$ cat src/rtl/seq_stream_tx_if.sv
// Load port and serial output bundle for seq_stream_tx.
// The master side offers words and observes the stream; the slave side is the transmitter.
interface seq_stream_tx_if #(
  parameter int MAX_LEN = 16,
  parameter int LW      = $clog2(MAX_LEN + 1)
);
  logic               load_valid;
  logic               load_ready;
  logic [MAX_LEN-1:0] load_data;
  logic [LW-1:0]      load_len;
  logic               dout;
  logic               dout_valid;

  modport master (
    output load_valid, load_data, load_len,
    input  load_ready, dout, dout_valid
  );

  modport slave (
    input  load_valid, load_data, load_len,
    output load_ready, dout, dout_valid
  );
endinterface

$ cat src/rtl/seq_stream_tx.sv
// Serial bitstream transmitter: accepts a word of up to MAX_LEN bits and shifts it
// out MSB-first, one bit per clock, alongside a golden Mealy model of PATTERN
// (with overlap) whose exp_y / exp_count can be compared against a detector's output.
module seq_stream_tx #(
  parameter int                 MAX_LEN = 16,
  parameter int                 PAT_LEN = 4,
  parameter logic [PAT_LEN-1:0] PATTERN = 4'b1101,
  parameter int                 LW      = $clog2(MAX_LEN + 1)
) (
  input  logic           clk,
  input  logic           rst_n,
  seq_stream_tx_if.slave tx_bus,
  output logic           busy,
  output logic           done,
  output logic           exp_y,
  output logic [7:0]     exp_count
);

  typedef enum logic [1:0] {
    IDLE,
    SHIFT,
    DONE
  } state_t;

  state_t               state_q, state_d;
  logic [MAX_LEN-1:0]   data_q, data_d;
  logic [LW-1:0]        len_q, len_d;
  logic [LW-1:0]        idx_q, idx_d;
  logic [PAT_LEN-2:0]   hist_q, hist_d;
  logic [7:0]           count_q, count_d;

  logic [LW-1:0]        lenClamped;
  logic [LW-1:0]        shiftAmt;
  logic [PAT_LEN-1:0]   window;

  // The word is stored left-aligned so the current bit is always the top bit of data_q.
  assign lenClamped = (tx_bus.load_len > LW'(MAX_LEN)) ? LW'(MAX_LEN) : tx_bus.load_len;
  assign shiftAmt   = LW'(MAX_LEN) - lenClamped;
  assign exp_count  = count_q;

  // State, word and golden-model registers; reset discards any word in flight.
  always_ff @(posedge clk or negedge rst_n) begin
    if (!rst_n) begin
      state_q <= IDLE;
      data_q  <= '0;
      len_q   <= '0;
      idx_q   <= '0;
      hist_q  <= '0;
      count_q <= '0;
    end else begin
      state_q <= state_d;
      data_q  <= data_d;
      len_q   <= len_d;
      idx_q   <= idx_d;
      hist_q  <= hist_d;
      count_q <= count_d;
    end
  end

  // Next-state, shifting, golden match and output decode; matches need PAT_LEN bits of one word.
  always_comb begin
    state_d           = state_q;
    data_d            = data_q;
    len_d             = len_q;
    idx_d             = idx_q;
    hist_d            = hist_q;
    count_d           = count_q;
    window            = '0;
    tx_bus.load_ready = 1'b0;
    tx_bus.dout       = 1'b0;
    tx_bus.dout_valid = 1'b0;
    busy              = 1'b0;
    done              = 1'b0;
    exp_y             = 1'b0;

    case (state_q)
      IDLE: begin
        tx_bus.load_ready = 1'b1;
        if (tx_bus.load_valid) begin
          data_d  = tx_bus.load_data << shiftAmt;
          len_d   = lenClamped;
          idx_d   = '0;
          hist_d  = '0;
          state_d = (lenClamped == '0) ? DONE : SHIFT;
        end
      end

      SHIFT: begin
        busy              = 1'b1;
        tx_bus.dout_valid = 1'b1;
        tx_bus.dout       = data_q[MAX_LEN-1];
        window            = {hist_q, data_q[MAX_LEN-1]};
        exp_y             = (idx_q >= LW'(PAT_LEN - 1)) && (window == PATTERN);
        hist_d            = window[PAT_LEN-2:0];
        data_d            = data_q << 1;
        idx_d             = idx_q + LW'(1);
        if (exp_y && (count_q != 8'hFF)) begin
          count_d = count_q + 8'd1;
        end
        if (idx_q == len_q - LW'(1)) begin
          state_d = DONE;
        end
      end

      DONE: begin
        busy    = 1'b1;
        done    = 1'b1;
        state_d = IDLE;
      end

      default: begin
        state_d = IDLE;
      end
    endcase
  end

endmodule

$ cat src/flat_wrapper.sv
// flat-port wrapper written by rule: the top's interface ports become plain ports
module seq_stream_tx_flat 
#(
  parameter int                 MAX_LEN = 16,
  parameter int                 PAT_LEN = 4,
  parameter logic [PAT_LEN-1:0] PATTERN = 4'b1101,
  parameter int                 LW      = $clog2(MAX_LEN + 1)
)
  (clk, rst_n, busy, done, exp_y, exp_count, tx_bus_load_valid, tx_bus_load_data, tx_bus_load_len, tx_bus_load_ready, tx_bus_dout, tx_bus_dout_valid);
  seq_stream_tx_if #(.MAX_LEN(MAX_LEN), .LW(LW)) tx_bus_i ();
  input  logic clk;
  input  logic rst_n;
  output logic busy;
  output logic done;
  output logic exp_y;
  output logic [7:0] exp_count;
  input wire logic [$bits(tx_bus_i.load_valid)-1:0] tx_bus_load_valid;
  input wire logic [$bits(tx_bus_i.load_data)-1:0] tx_bus_load_data;
  input wire logic [$bits(tx_bus_i.load_len)-1:0] tx_bus_load_len;
  output wire logic [$bits(tx_bus_i.load_ready)-1:0] tx_bus_load_ready;
  output wire logic [$bits(tx_bus_i.dout)-1:0] tx_bus_dout;
  output wire logic [$bits(tx_bus_i.dout_valid)-1:0] tx_bus_dout_valid;
  assign tx_bus_i.load_valid = tx_bus_load_valid;
  assign tx_bus_i.load_data = tx_bus_load_data;
  assign tx_bus_i.load_len = tx_bus_load_len;
  assign tx_bus_load_ready = tx_bus_i.load_ready;
  assign tx_bus_dout = tx_bus_i.dout;
  assign tx_bus_dout_valid = tx_bus_i.dout_valid;
  seq_stream_tx #(.MAX_LEN(MAX_LEN), .PAT_LEN(PAT_LEN), .PATTERN(PATTERN), .LW(LW)) u_core (.clk(clk), .rst_n(rst_n), .tx_bus(tx_bus_i), .busy(busy), .done(done), .exp_y(exp_y), .exp_count(exp_count));
endmodule
$ cat config.mk
export PLATFORM = sky130hd
export DESIGN_NAME = seq_stream_tx_flat
export DESIGN_NICKNAME = d
export VERILOG_FILES = /design/src/rtl/seq_stream_tx_if.sv /design/src/rtl/seq_stream_tx.sv /design/src/flat_wrapper.sv
export SDC_FILE = /design/constraint.sdc
export NUM_CORES = 1
export LEC_CHECK = 0
export CAP_MARGIN = 10
export CORE_MARGIN = 4
export CORE_UTILIZATION = 50
export CTS_CLUSTER_DIAMETER = 120
export DETAILED_ROUTE_END_ITERATION = 10
export PLACE_DENSITY = 0.77
export SLEW_MARGIN = 20
export SYNTH_ARGS = -nofsm -noshare
export SYNTH_HDL_FRONTEND = slang
export SYNTH_SLANG_ARGS = --single-unit
$ cat constraint.sdc
create_clock -name clk -period 2 [get_ports clk]
set_clock_uncertainty 0.15 [all_clocks]
set_input_delay 0.2 -clock clk [delete_from_list [all_inputs] [get_ports clk]]
set_output_delay 0.2 -clock clk [all_outputs]
set_load 0.01 [all_outputs]
==> results.txt <==
- Fraction of the cycle the final worst path needs: 1.00
- Horizontal die dimension: 82.6 um
- Hold Vio Cnt, Final: 0
- The tightest hold path in the finished design has a slack of 0.158 ns.
* Count of unresolved DRC violations after routing: 0
* Antenna violations before repair: 0
- In the synthesized netlist the dominant register cell turns out to be sky130_fd_sc_hd__dfrtp_1.
- Total non-filler cell area in the finished layout: 4120 um2
- Grt peak-use layer: met2
- Distinct cell type count after synthesis: 51
* Run status: finished with violations
* Number of flip-flops and latches in the synthesized netlist: 39
- Wires add up to 8.46 mm.
* Deepest level of the CTS H-tree: 2
* Met2 Usage GRT: 0.463
* Clock share of power: 0.124
- Across all layers, the routed design uses 2783 vias.
- Pwr/cell area: 1040 nW/um2
- Post-route setup TNS: -0.00373 ns
* Most area-consuming cells after synthesis: sky130_fd_sc_hd__dfrtp_1 35%, sky130_fd_sc_hd__mux2i_1 6.8%, sky130_fd_sc_hd__mux2_2 6.5%
- Subtracting the final worst setup slack from the clock period gives 2.00 ns.
- The number of nets in the synthesized netlist is 339.
* Routed wire per std cell: 17.8 um
- Number of buffers created by CTS: 5
- Of the total power, registers draw 0.302.
- Fraction of met3 tracks used by global routing: 0.0336
- Number of standard-cell rows in the floorplan: 26
* Synth-to-layout area growth: 48.1%
- Cell-internal power: 2.52 mW
- Cells traversed along the worst timing path: buf_8 > nor2b_4 > inv_4 > ha_4 > buf_6 > mux2i_2 > inv_1 > mux4_2 > a221oi_2 > nor2_1
- Clock root buffer: sky130_fd_sc_hd__clkbuf_8
- ANT cells: 0
- Static Leakage: 1.83 nW
* Die footprint: 6820 um2
- Summing all placed instances gives a cell area of 3720 um2.
* Starting density of the core: 0.531
- Largest delay share family, worst path: multiplexers
- Worst slew pin tran: 0.439 ns
- The die is 82.6 um tall.
- Of the cells placed in the final design, the portion with a size suffix greater than 1 is 0.347.
- The count of cells in the finished layout, fillers not included, comes to 476.
* TritonCTS clock tree: yes
- Type of element capturing the critical path: flop
- For the worst-skew pair, the clock arrives at the later sink with an insertion delay of 0.30 ns.
- Boundary pin count: 38
* Synth async-reset ratio: 1.00
- Final HPWL DP: 6.08 mm
- The path class of the tightest hold or removal check is in2reg.
- Number of synthesized flops with an enable pin: 0
* Most frequently used cell type in the post-synthesis netlist: sky130_fd_sc_hd__dfrtp_1
* Critical path peak fanout: 7
- Register clock-pin slew on the reported worst setup and hold paths: 0.07 ns
- Setup repair after global routing could not meet its margin everywhere.
- The checks that failed: negative setup slack.
- Core region area: 5240 um2
- Across the VDD grid, the largest voltage drop is 0.807 mV.
- Area share of the largest cell type after synthesis: 0.351
- Vias in the first global route: 2744
- The slowest stage of the critical path belongs to the cell sky130_fd_sc_hd__mux4_2.
* Max Cap Violations: 0
* # placed instances: 454
- Layout Utilization: 0.786
- The critical path is of the in2reg type.
- Using the TritonRoute via totals, the vias-per-cell ratio works out to 5.85.
- The count of nets left with antenna violations once routing finished came out at 0.
* Cell accounting for the most synthesized area: sky130_fd_sc_hd__dfrtp_1
* Comb pwr share: 0.574
- Sequential-to-total area share from yosys stat: 0.351
- Endpoints failing setup: 1
- At the end of the flow, the number of nets in the layout was 437.
- Clock tree sinks: 39
- Across every metal layer, demand over resource in global routing totals 0.249.
- For this design the total switching power over the nets is 1.75 mW.
- Power comes to 4.28 mW.
* Fill cell instance count of the final layout: 354
- OpenSTA, run right after detailed placement, puts the worst setup slack at -0.823 ns.
- Yosys Warn Count: 0
- The mapped netlist covers 2780 um2.
- STA classifies the critical path startpoint as an input pin.
- The first global-routing pass estimated 13.0 mm of wire.
- A synthesized cell averages 9.06 um2.
- Ranked by instance count, the synthesized netlist is headed by 39 x sky130_fd_sc_hd__dfrtp_1, 28 x sky130_fd_sc_hd__nand2_1, 27 x sky130_fd_sc_hd__nor2_1.
- Gate count after technology mapping: 307
- Entering global routing, the biggest net connects 25 pins.
- The largest single stage delay on the critical path is 0.48 ns.
* Count of TritonRoute iterations in the first routing pass: 4
- The max-slew violation total from the final report came to 0.
- In this run the register-to-register setup slack is 0.09 ns.
- In the post-route analysis, the smallest setup slack over all paths is -0.00373 ns.
* Normalized max-slew margin: 0.707
* Required @ worst endpoint: 2.04 ns
- Of the total power, the share spent switching nets is 0.410.
* Total global routing overflow: 0
- Counting along the longest clock path gives a buffer depth of 2.
* Sum of buffers and inverters on the critical path: 4
- Highest clock rate: 499 MHz
* Violation count after the first detailed-routing iteration: 143
- In the global route stage, met1 resource usage came out at 0.287.
- At the worst endpoint, the arrival time is 2.04 ns.
- Port buffering added 37 buffers.
* Final GP Congestion: 0.911
final timing paths:
| check | start | endpoint | cells past startpoint |
|---|---|---|---|
| max | tx_bus_load_len[4] | u_core.data_q[7] | 10 |
| max in group asynchronous | rst_n | u_core.data_q[9] | 3 |
| min | tx_bus_load_len[1] | u_core.len_q[1] | 4 |
| min reg2reg | u_core.exp_count[5] | u_core.exp_count[5] | 1 |
| min in group asynchronous | rst_n | u_core.idx_q[1] | 2 |
| max reg2reg | u_core.state_q[0] | u_core.data_q[12] | 7 |
registers in the layout (all words and copies together), names as in the netlist:
register and flops:
u_core.data_q 16, u_core.exp_count 8, u_core.hist_q 3, u_core.idx_q 5
u_core.len_q 5, u_core.state_q 2
per-layer routing:
layer | routed length [um] | vias up
met2 | 4450 | 97
met5 | 0 | -
met1 | 3330 | 1343
li1 | - | 1321
met3 | 414 | 22
met4 | 257 | 0
cell type report:
cell class,instances,area [um2],area share
sequential,39,976,0.237
timing repair buffer,107,938,0.228
multi-input combinational,240,1980,0.482
inverter,12,47.5,0.0115
clock buffer,6,72.6,0.0176
tap,70,87.6,0.0213
clock inverter,2,12.5,0.00304
repair_timing:
item	CTS	global route
endpoints found under the setup margin	21	19
pin swaps	9	10
hold buffers	1	0
endpoints found under the hold margin	17	0
setup buffers	5	7
gates cloned	0	1
gates resized for setup	36	34
worst reg2reg max path, delay by kind of cell, from the launching register on:
family	cells	cell delay [ns]
AOI/OAI and AO/OA	2	0.23
adders and majority gates	1	0.21
buffers and inverters	2	0.38
DFF	1	0.44
and+or+nand+nor	2	0.43
placed cells by master (no fill, tap or decap), types with 3 or more instances in the layout:
cell	count
sky130_fd_sc_hd__inv_1	9
sky130_fd_sc_hd__ha_1	3
sky130_fd_sc_hd__nand3_1	3
sky130_fd_sc_hd__o21ai_0	19
sky130_fd_sc_hd__a31oi_1	6
sky130_fd_sc_hd__ha_4	4
sky130_fd_sc_hd__nor2_1	24
sky130_fd_sc_hd__mux2i_2	3
sky130_fd_sc_hd__mux2_4	10
sky130_fd_sc_hd__nor3_1	8
sky130_fd_sc_hd__mux2i_1	14
sky130_fd_sc_hd__buf_6	7
sky130_fd_sc_hd__nand3b_1	3
sky130_fd_sc_hd__a221oi_2	7
sky130_fd_sc_hd__xor2_1	5
sky130_fd_sc_hd__clkbuf_8	5
sky130_fd_sc_hd__nor2b_1	3
sky130_fd_sc_hd__dfrtp_1	39
sky130_fd_sc_hd__nand2b_1	5
sky130_fd_sc_hd__nand4_1	7
sky130_fd_sc_hd__dlygate4sd2_1	3
sky130_fd_sc_hd__a32oi_1	3
sky130_fd_sc_hd__mux2_2	7
sky130_fd_sc_hd__xnor2_1	10
sky130_fd_sc_hd__clkdlybuf4s50_1	27
sky130_fd_sc_hd__o21ai_1	4
sky130_fd_sc_hd__and3_1	5
sky130_fd_sc_hd__nand2_1	26
sky130_fd_sc_hd__a21oi_1	16
sky130_fd_sc_hd__mux2i_4	3
sky130_fd_sc_hd__buf_4	61
cell families (layout without fill, tap and decap cells):
family | count (synthesis) | after routing | share of synthesized area
DFF | 39 | 39 | 0.351
buffers and inverters | 29 | 127 | 0.0463
muxes | 37 | 38 | 0.145
and+or+nand+nor | 103 | 103 | 0.185
AOI/OAI and AO/OA | 73 | 73 | 0.169
xor gates and xnor gates | 18 | 18 | 0.0675
adders and majority gates | 8 | 8 | 0.0360
power by group through the flow:
stage	Clock, mW	Sequential, mW	Combinational [mW]
6_report	0.529	1.29	2.45
5_1_grt	0.572	1.32	2.68
4_1_cts	0.536	1.28	2.24
3_5_place_dp	0	1.28	2.15
3_3_place_gp	0	1.27	2.09
2_1_floorplan	0	1.23	1.41
No activity file was read; power rests on OpenSTA's default activity.
